--- src/rtl/matriz_pkg.sv ---
// Shared types and constants for the 8x8 LED matrix row-scan controller.
package matriz_pkg;

  localparam int LARG_LINHA  = 8;
  localparam int LARG_QUADRO = 64;

  typedef enum logic [1:0] {
    APAGADO   = 2'd0,
    EXIBE     = 2'd1,
    FIM_LINHA = 2'd2
  } estado_t;

  localparam logic ATIVA_ALTA  = 1'b1;
  localparam logic ATIVA_BAIXA = 1'b0;

  // Maps a logical "on" pattern to the pin polarity.
  function automatic logic [LARG_LINHA-1:0] nivel(
    input logic [LARG_LINHA-1:0] v,
    input logic                  alta
  );
    return alta ? v : ~v;
  endfunction

endpackage

--- src/rtl/contador_m.sv ---
// Generic modulo counter with clear/enable; wraps and flags at a
// run-time terminal value.
module contador_m #(
  parameter int MODULO = 16,
  parameter int W      = (MODULO > 2) ? $clog2(MODULO) : 1
) (
  input  logic         clock,
  input  logic         reset,
  input  logic         limpa,
  input  logic         conta,
  input  logic [W-1:0] ultimo,
  output logic [W-1:0] valor,
  output logic         fim
);

  assign fim = (valor == ultimo);

  always_ff @(posedge clock) begin
    if (reset || limpa) begin
      valor <= '0;
    end else if (conta) begin
      valor <= fim ? '0 : valor + 1'b1;
    end
  end

endmodule

--- src/rtl/controlador_varredura_matriz.sv ---
// Double-buffered row-scan driver for the 8x8 LED matrix.
// Optional BRILHO_EN adds a per-row brightness (on-time) control.
module controlador_varredura_matriz
  import matriz_pkg::*;
#(
  parameter int CICLOS_LINHA      = 50000,
  parameter int CICLOS_APAGADO    = 500,
  parameter int LINHA_ATIVA_ALTA  = 1,
  parameter int COLUNA_ATIVA_ALTA = 0
) (
  input  logic                   clock,
  input  logic                   reset,
  input  logic                   habilita,
  input  logic                   carregar,
  input  logic [LARG_QUADRO-1:0] quadro,
`ifdef BRILHO_EN
  input  logic [2:0]             brilho,
`endif
  output logic                   ocupado,
  output logic                   quadro_trocado,
  output logic [LARG_LINHA-1:0]  linhas,
  output logic [LARG_LINHA-1:0]  colunas,
  output logic [2:0]             db_linha
);

  localparam int MAXC =
    (CICLOS_LINHA > CICLOS_APAGADO) ? CICLOS_LINHA : CICLOS_APAGADO;
  localparam int WC = (MAXC > 2) ? $clog2(MAXC) : 1;

  localparam logic LA = (LINHA_ATIVA_ALTA != 0);
  localparam logic CA = (COLUNA_ATIVA_ALTA != 0);

  localparam logic [7:0] L_INAT = LA ? 8'h00 : 8'hFF;
  localparam logic [7:0] C_INAT = CA ? 8'h00 : 8'hFF;

  estado_t          estado, prox;
  logic [2:0]       linha, linha_n;
  logic [WC-1:0]    cnt, ultimo;
  logic             fim, limpa;
  logic [63:0]      ativo, sombra;
  logic             troca, aceita, acende;
  logic [7:0]       linhas_d, colunas_d;

  assign ultimo = (estado == EXIBE) ? WC'(CICLOS_LINHA - 1)
                                    : WC'(CICLOS_APAGADO - 1);
  assign limpa  = !habilita || (estado == FIM_LINHA);

  contador_m #(
    .MODULO (MAXC),
    .W      (WC)
  ) u_slot (
    .clock  (clock),
    .reset  (reset),
    .limpa  (limpa),
    .conta  (1'b1),
    .ultimo (ultimo),
    .valor  (cnt),
    .fim    (fim)
  );

  // Swap only at the frame boundary, or at once while the scan is off.
  assign troca = !reset && ocupado &&
                 (!habilita || (estado == FIM_LINHA && linha == 3'd7));
  assign aceita = carregar && (!ocupado || troca);
  assign quadro_trocado = troca;
  assign db_linha = linha;

`ifdef BRILHO_EN
  logic [2:0]  brilho_q;
  logic [31:0] limite;
  assign limite = ((32'(brilho_q) + 32'd1) * 32'(CICLOS_LINHA)) >> 3;
  assign acende = (32'(cnt) < limite);
`else
  logic unused_cnt;
  assign unused_cnt = ^cnt;
  assign acende = 1'b1;
`endif

  always_ff @(posedge clock) begin
    if (reset) begin
      estado <= APAGADO;
      linha  <= '0;
    end else begin
      estado <= prox;
      linha  <= linha_n;
    end
  end

  always_comb begin
    prox    = estado;
    linha_n = linha;
    if (!habilita) begin
      prox    = APAGADO;
      linha_n = '0;
    end else begin
      unique case (estado)
        APAGADO:   if (fim) prox = EXIBE;
        EXIBE:     if (fim) prox = FIM_LINHA;
        FIM_LINHA: begin
          prox    = APAGADO;
          linha_n = linha + 3'd1;
        end
        default:   prox = APAGADO;
      endcase
    end
  end

  always_comb begin
    linhas_d  = L_INAT;
    colunas_d = C_INAT;
    if (habilita && estado == EXIBE) begin
      linhas_d = nivel(8'd1 << linha, LA);
      if (acende) colunas_d = nivel(ativo[{linha, 3'b000} +: 8], CA);
    end
  end

  always_ff @(posedge clock) begin
    if (reset) begin
      ativo   <= '0;
      sombra  <= '0;
      ocupado <= 1'b0;
      linhas  <= L_INAT;
      colunas <= C_INAT;
`ifdef BRILHO_EN
      brilho_q <= '0;
`endif
    end else begin
      if (troca)  ativo  <= sombra;
      if (aceita) sombra <= quadro;
      if (aceita)     ocupado <= 1'b1;
      else if (troca) ocupado <= 1'b0;
      linhas  <= linhas_d;
      colunas <= colunas_d;
`ifdef BRILHO_EN
      if (estado == APAGADO && prox == EXIBE) brilho_q <= brilho;
`endif
    end
  end

endmodule

--- config.mk ---
export PLATFORM = sky130hd
export DESIGN_NAME = controlador_varredura_matriz
export DESIGN_NICKNAME = d
export VERILOG_FILES = /design/src/rtl/matriz_pkg.sv /design/src/rtl/contador_m.sv /design/src/rtl/controlador_varredura_matriz.sv
export SDC_FILE = /design/constraint.sdc
export NUM_CORES = 1
export LEC_CHECK = 0
export ABC_AREA = 1
export CAP_MARGIN = 5
export CORE_MARGIN = 4
export CORE_UTILIZATION = 35
export DETAILED_ROUTE_END_ITERATION = 16
export PLACE_DENSITY = 0.58
export SLEW_MARGIN = 20
export SYNTH_ARGS = -nofsm -noshare
export SYNTH_HDL_FRONTEND = slang
export SYNTH_SLANG_ARGS = --single-unit
--- constraint.sdc ---
create_clock -name clock -period 3.7 [get_ports clock]
set_input_delay 0.74 -clock clock [delete_from_list [all_inputs] [get_ports clock]]
set_output_delay 0.74 -clock clock [all_outputs]
set_load 0.03 [all_outputs]
**After elaboration in Yosys (flattened, before gate mapping)**

Cells that the tools add are included.

- Output and inout bits: 21
- Memory bits (writable): 0
- Bits in latches: 0
- Bits in read-only memories: 0
- Bits of input ports: 68
- Memories kept: 0
- Register bits after elaboration: 166

- Order comparisons: 0
- Shifts and indexed selects: 2
- Add/subtract/negate cells: 2
- Equal/unequal tests: 6
- Div/mod/pow operators: 0
- Bitwise operators: 3
- Reduce and logical (&&, ||, !) cells: 18
- Multipliers: 0
- Multiplexer cells: 6

Operators with widths:

| kind | number |
|---|---|
| 64-bit by 7-bit indexed part select with 8-bit output | 1 |
| 16-bit by 1-bit adder with 16-bit output, second input constant | 1 |
| 16-bit equality test | 1 |
| 16-bit 2-to-1 mux | 1 |
| 8-bit NOT | 1 |
| 1-bit by 3-bit << shifter with 8-bit output, first input constant | 1 |
| 2-bit OR reduction | 3 |
| 1-bit logical AND | 5 |
| 1-bit logical OR | 4 |
| 2-bit 2-to-1 mux | 2 |
| 2-bit by 1-bit != test with 1-bit output, second input constant | 2 |
| 2-bit case mux with 2 select lines | 1 |
| 3-bit by 1-bit adder with 3-bit output, second input constant | 1 |
| 3-bit equality test, second input constant | 1 |
| 1-bit logical NOT | 3 |
| 2-bit by 1-bit equality test with 1-bit output, second input constant | 1 |
| 2-bit equality test, second input constant | 1 |
| 2-bit logical NOT | 1 |
| 1-bit 2-to-1 mux | 2 |
| 1-bit NOT | 2 |
| 2-bit AND reduction | 1 |
| 2-bit nonzero test | 1 |

**Longest topological paths before layout**

Gate-level depths: netlist of the first run.

- Depth after elaboration: 7
- Mapped depth: 11
- Gate-level depth less buffers: 9

**Hierarchy**

From an unflattened synthesis of the first run, not the netlist that was laid out.

- Cells, all modules: 1083
- Area total of the unflattened synthesis: 7479.7 sq um

By module, submodules not included:

| module | times used | sequential area each (sq um) | cells an instance | area an instance (sq um) |
|---|---|---|---|---|
| controlador_varredura_matriz | 1 | 3002.9 | 892 | 6369.9 |
| contador_m | 1 | 320.3 | 191 | 1109.8 |

**Worst setup path after synthesis of the first run**

OpenSTA, ideal clock, no wires.

- Kind: reg2out
- Start: reg linha[1] (netlist: db_linha[1])
- End: out quadro_trocado
- Arrival time: 1.532 ns
- Setup slack: 1.428 ns
- Stages on the path, launching flop included: 8
- Cells stage by stage: dfxtp_1 > ha_1 > ha_1 > nand3_1 > nand2_1 > nand2_2 > inv_1 > buf_2

- Cells in the longest elaborated chain, start to end: 4

Ends and longest elaborated chain:

| item | line | source |
|---|---|---|
| start, declared | controlador_varredura_matriz.sv:37 | `logic [2:0] linha, linha_n;` |
| start signal, assigned | controlador_varredura_matriz.sv:85 | `linha <= linha_n;` |
| 3-bit equality test | controlador_varredura_matriz.sv:63 | `(!habilita \|\| (estado == FIM_LINHA && linha == 3'd7));` |
| 1-bit logical AND | controlador_varredura_matriz.sv:63 |  |
| 1-bit logical OR | controlador_varredura_matriz.sv:63 |  |
| 1-bit logical AND | controlador_varredura_matriz.sv:62 | `assign troca = !reset && ocupado &&` |
| end, declared | controlador_varredura_matriz.sv:20 | `output logic quadro_trocado,` |

Every way passes these cells.

**Worst setup path in the final report of the first run**

- Start: in habilita
- End: out quadro_trocado

- Cells in the longest elaborated chain, start to end: 3

Ends and longest elaborated chain:

| item | line | source |
|---|---|---|
| start, declared | controlador_varredura_matriz.sv:13 | `input logic habilita,` |
| 1-bit logical NOT | - |  |
| 1-bit logical OR | controlador_varredura_matriz.sv:63 |  |
| 1-bit logical AND | controlador_varredura_matriz.sv:62 |  |

Every way passes these cells.

==> metrics.yaml, run 1 <==
critical_path:
  crit_arrival_ps: 1940
  cp.required_ps: 2960
  critPathMaxFanout: 8
  path_delay_family: "buffers and inverters"
  path_cells: "clkdlybuf4s50_1 > nand2_1 > nand2_2 > inv_1 > buf_4"
  critical-path-max-stage-delay_ps: 520
  cp.buffers_inverters: 3
  cp_slowest_cell: "clkdlybuf4s50_1"
  endpoint_kind: "output port"
  crit_path_start_kind: "primary input"
  worstSetupPathType: "primary input to output port"
floorplan:
  ios: 89
  rows: 51
  fp.dieW_um: 149.1
  initial_utilization: 0.3569
  core_area_um2: 19530
  fp.dieArea_um2: 22230
  die_y_um: 149.1
cts:
  cts_hold_buf: 0
  clk_pin_slew_worst_paths_ps: 60
  htree_levels: 4
  cts_resized: 0
  clock-sinks: 166
  cts_setup_buffers: 0
  root_buffer: "clkbuf_16"
  clk_latency_ps: 430
  cts_tree: "done"
  clock_path_buffers: 2
  cts_made_buffers: 17
yosys:
  synth_fp_nets: 1024
  syn_area_um2: 6969
  syn_area_per_cell_um2: 7.336
  synth_seq_cells: 166
  yosysSeqAreaShare: 0.4768
  synth.distinct_cells: 28
  yosysWarnings: 0
  synthCells: 950
power:
  powerDensity_nw_per_um2: 482.9
  leakage_uw: 0.003276
  peakVddDrop_uv: 187.3
drt:
  drtPass1Iterations: 4
  drc_errors: 0
  wl_per_cell_um: 13.35
  viasPerCell: 4.625
  vias: 5966
  drtIter0Drc: 403
  ant_nets: 0
  wirelength_um: 17220
grt:
  antenna_found_initial: 0
  grt_pass1_vias: 5644
  track_usage: 0.1591
  grt_overflow: 0
  grt_first_pass_wirelength_um: 28360
  grt_max_degree: 66
cells_and_area:
  final_cell_mix: "nor2_1 (229), nand2_1 (199), dfxtp_1 (166)"
  final_common_cell: "nor2_1"
  diodes: 0
  finalNetCount: 1086
  design_area_um2: 8638
  area_growth_pct: 23.95
  fin_util: 0.4424
  multi_input_area_um2: 3183
  n_fill_cell: 2083
  drive_gt1_frac: 0.07317
  seq_area_um2: 3323
timing:
  fin_skew_ps: 7.134
  worstMarginPinSlew_ps: 841.4
  rsz0062_at_grt: "false"
  finalSetupViolCount: 0
  max-slew-margin-rel: 0.4384
  fin_crit_sh: 0.7244
  setup_slack_ps: 1020
  period_needed_ps: 2680
  finalSetupTns_ps: 0
  fmax_mhz: 373.1
  hold_viol: 0
  slew_violations: 0
run:
  timing.max_cap.violations: 0
placement:
  routabilityCongestion: 0.8417
  postPlaceCellArea_um2: 8001
  dpl.hpwl_um: 11800
  post-place-ws_ps: 1052
  port_buffers: 88
outcome:
  status: "finished clean"
hold_path:
  hold_class: "flip-flop to flip-flop"
[cell usage after synthesis]
library cell,count,share of area
nand3b_1,64,0.069
buf_2,17,0.012
xnor2_1,2,0.0025
nand2_1,201,0.11
a21oi_4,1,0.0023
xor2_1,10,0.013
nand4_1,3,0.0027
a211oi_1,4,0.0043
o211ai_1,2,0.0022
a31oi_1,5,0.0045
a21oi_1,66,0.047
buf_6,5,0.0081
and3_1,1,0.00090
inv_2,2,0.0011
ha_1,6,0.011
o21a_1,1,0.0011
clkbuf_1,27,0.015
nand2_2,1,0.00090
inv_1,43,0.023
nor2_1,229,0.12
clkinv_1,1,0.00054
buf_1,8,0.0043
o21ai_0,46,0.033
nor2_2,21,0.019
dfxtp_1,166,0.48
buf_8,1,0.0022
nand3_1,16,0.011
buf_4,1,0.0011
[final cells by class]
class | instances | area share
flip-flops and latches | 166 | 0.3847
multi-input cells | 679 | 0.3685
repair buffers | 102 | 0.1147
clock buffers | 18 | 0.05084
well taps | 265 | 0.03838
clock inverters | 14 | 0.02289
inverters | 46 | 0.01999
[registers in the layout (all words and copies together) (netlist names)]
| signal | flops |
|---|---|
| ativo | 64 |
| colunas | 8 |
| db_linha | 3 |
| estado | 2 |
| linhas | 8 |
| ocupado | 1 |
| sombra | 64 |
| u_slot.valor | 16 |
[stage by stage]
stage	std cells	power, µW	hold slack (ps)
floorplan	950	2177	417.5
global placement	1258	2305	433.1
detailed placement	1258	2309	443.8
CTS	1290	4216	453.9
global route	1290	4341	457.4
finish	1290	4171	449.6
[logic make-up (layout without fill, tap and decap cells)]
group	after synthesis	count (layout)	synth area share
buf+inv	105	180	0.06714
xor+xnor	12	12	0.01508
simple gates	536	536	0.3354
compound gates	125	125	0.09479
flops	166	166	0.4768
fa+ha+maj	6	6	0.01077
[where the power goes]
group	total [µW]	leakage (µW)	switching [µW]	internal, µW
registers	1920	0.00136	48.5	1870
logic	346	0.00161	185	161
clock network	1910	0.000313	751	1160
total	4170	0.00328	985	3190
[per-layer routing]
| layer | share of wire | wire length, µm | track usage |
|---|---|---|---|
| met1 | 0.50 | 8562 | 0.2190 |
| met2 | 0.45 | 7683 | 0.2492 |
| met3 | 0.045 | 777 | 0.03616 |
| met4 | 0.011 | 195 | 0.04897 |
| met5 | 0 | 0 | 0 |
[final timing paths]
| kind | cells after the start | to | slack [ps] | start |
|---|---|---|---|---|
| max | 5 | quadro_trocado | 1020 | habilita |
| max reg2reg | 7 | colunas[1]$_SDFF_PP1_ | 1570 | db_linha[0]$_SDFFE_PP0P_ |
| min reg2reg | 1 | u_slot.valor[0]$_SDFF_PP0_ | 450 | u_slot.valor[0]$_SDFF_PP0_ |
| min | 1 | u_slot.valor[0]$_SDFF_PP0_ | 450 | u_slot.valor[0]$_SDFF_PP0_ |
[worst reg2reg max path: stages (launching register included)]
cell,delay (ps)
dfxtp_1,340
buf_4,370
clkinv_1,390
buf_4,340
nor2_1,130
a21oi_1,40
o21ai_0,290
o21a_1,180
Note: power is estimated with default switching activity, not from simulation.
==> inputs of run 2 (changes only) <==
- clock period: 3.7 -> 2.57 ns (I/O delays scaled with it)
==> metrics.yaml, run 2 (same netlist as run 1, synthesis figures left out) <==
critical_path:
  cp.required_ps: 2060
  path_delay_family: "buffers and inverters"
  path_cells: "buf_4 > clkdlybuf4s50_1"
  cp_slowest_cell: "clkdlybuf4s50_1"
  endpoint_kind: "output port"
  r2r_slack_ps: 670
  cp.buffers_inverters: 2
  critical-path-max-stage-delay_ps: 760
  crit_path_start_kind: "flip-flop"
  crit_arrival_ps: 1880
  worstSetupPathType: "flip-flop to output port"
  critPathMaxFanout: 35
cells_and_area:
  diodes: 0
  largestRegisters: "ativo: 64 flops, sombra: 64 flops, u_slot.valor: 16 flops"
  finalNetCount: 1090
  final_cell_mix: "nor2_1 (229), nand2_1 (199), dfxtp_1 (166)"
  area_growth_pct: 24.65
  drive_gt1_frac: 0.07483
  final_common_cell: "nor2_1"
grt:
  grt_pass1_vias: 5766
  grt_overflow: 0
  grt_max_degree: 89
  antenna_found_initial: 0
  track_usage: 0.1635
  grt_first_pass_wirelength_um: 29120
timing:
  rsz0062_at_grt: "false"
  finalSetupViolCount: 0
  max-slew-margin-rel: 0.4225
  period_needed_ps: 2397
  fin_crit_sh: 0.9327
  slew_violations: 0
  hold_viol: 0
  fmax_mhz: 417.2
  finalSetupTns_ps: 0
  fin_skew_ps: 12.06
  hold_slack_ps: 448.6
  worstMarginPinSlew_ps: 865.3
drt:
  viasPerCell: 4.639
  wirelength_um: 17440
  drtIter0Drc: 356
  ant_nets: 0
  vias: 6003
  wl_per_cell_um: 13.47
  drc_errors: 0
  drtPass1Iterations: 5
cts:
  clock_path_buffers: 2
  cts_setup_buffers: 0
  htree_levels: 4
  cts_tree: "done"
  cts_made_buffers: 17
  cts_hold_buf: 0
  root_buffer: "clkbuf_16"
  clk_latency_ps: 430
  clock-sinks: 166
  cts_resized: 0
  clk_pin_slew_worst_paths_ps: 60
power:
  clkPwrFrac: 0.454
  switchingPower_uw: 1417
  seq_power_share: 0.461
  powerDensity_nw_per_um2: 689.5
  swShare: 0.2365
  intPower_uw: 4573
  leakage_uw: 0.003289
  comb_power_share: 0.085
  peakVddDrop_uv: 350.4
run:
  timing.max_cap.violations: 0
floorplan:
  fp.dieW_um: 149.1
  initial_utilization: 0.3569
  ios: 89
  fp.dieArea_um2: 22230
  core_area_um2: 19530
  die_y_um: 149.1
  rows: 51
placement:
  routabilityCongestion: 0.8209
  dpl.hpwl_um: 11840
  port_buffers: 88
hold_path:
  hold_class: "flip-flop to flip-flop"
outcome:
  status: "finished clean"
==> run 2: power groups by stage <==
stage          logic, µW  clock network, µW  registers, µW
6_report             507               2720           2760
5_1_grt              576               2870           2780
4_1_cts              515               2780           2760
3_5_place_dp         512                  0           2820
3_3_place_gp         507                  0           2820
2_1_floorplan        340                  0           2790
==> run 2: metrics by stage <==
| step | worst slack, ps | total power (µW) | utilization | area [µm²] | cells |
|---|---|---|---|---|---|
| floorplan | 524.3 | 3134 | - | 6969 | 950 |
| global placement | 205.9 | 3329 | 0.4126 | 8056 | 1262 |
| detailed placement | 208.0 | 3334 | 0.4126 | 8056 | 1262 |
| CTS | 153.7 | 6055 | 0.4449 | 8687 | 1294 |
| global route | 116.4 | 6221 | 0.4449 | 8687 | 1294 |
| finish | 173.0 | 5990 | 0.4449 | 8687 | 1294 |
==> run 2: layout make-up <==
cell class / count / area [µm²]
well taps: 265 / 331.6
multi-input cells: 679 / 3183
clock inverters: 13 / 197.7
clock buffers: 19 / 432.9
flip-flops and latches: 166 / 3323
fillers: 2057 / 10840
repair buffers: 106 / 1046
inverters: 46 / 172.7
==> run 2: per-layer routing <==
layer	wire (µm)	vias up	GRT usage
met5	0	-	0
met4	257	0	0.05172
met3	734	18	0.03008
met2	7696	116	0.2578
met1	8746	2724	0.2277
li1	-	3145	-
==> run 2: path summary, 6_finish.rpt <==
check                           cells after the start                         end                  startpoint
worst max-delay path                                2                 db_linha[0]    db_linha[0]$_SDFFE_PP0P_
worst min-delay path                                1  u_slot.valor[0]$_SDFF_PP0_  u_slot.valor[0]$_SDFF_PP0_
worst max register to register                      5    db_linha[1]$_SDFFE_PP0P_    db_linha[1]$_SDFFE_PP0P_
worst min register to register                      1  u_slot.valor[0]$_SDFF_PP0_  u_slot.valor[0]$_SDFF_PP0_
==> run 2: worst register-to-register path, cell delays in order (launching register included) <==
cell     delay, ps
dfxtp_1        310
buf_4          200
inv_1          650
ha_1           370
o21ai_0        170
a21oi_1         50
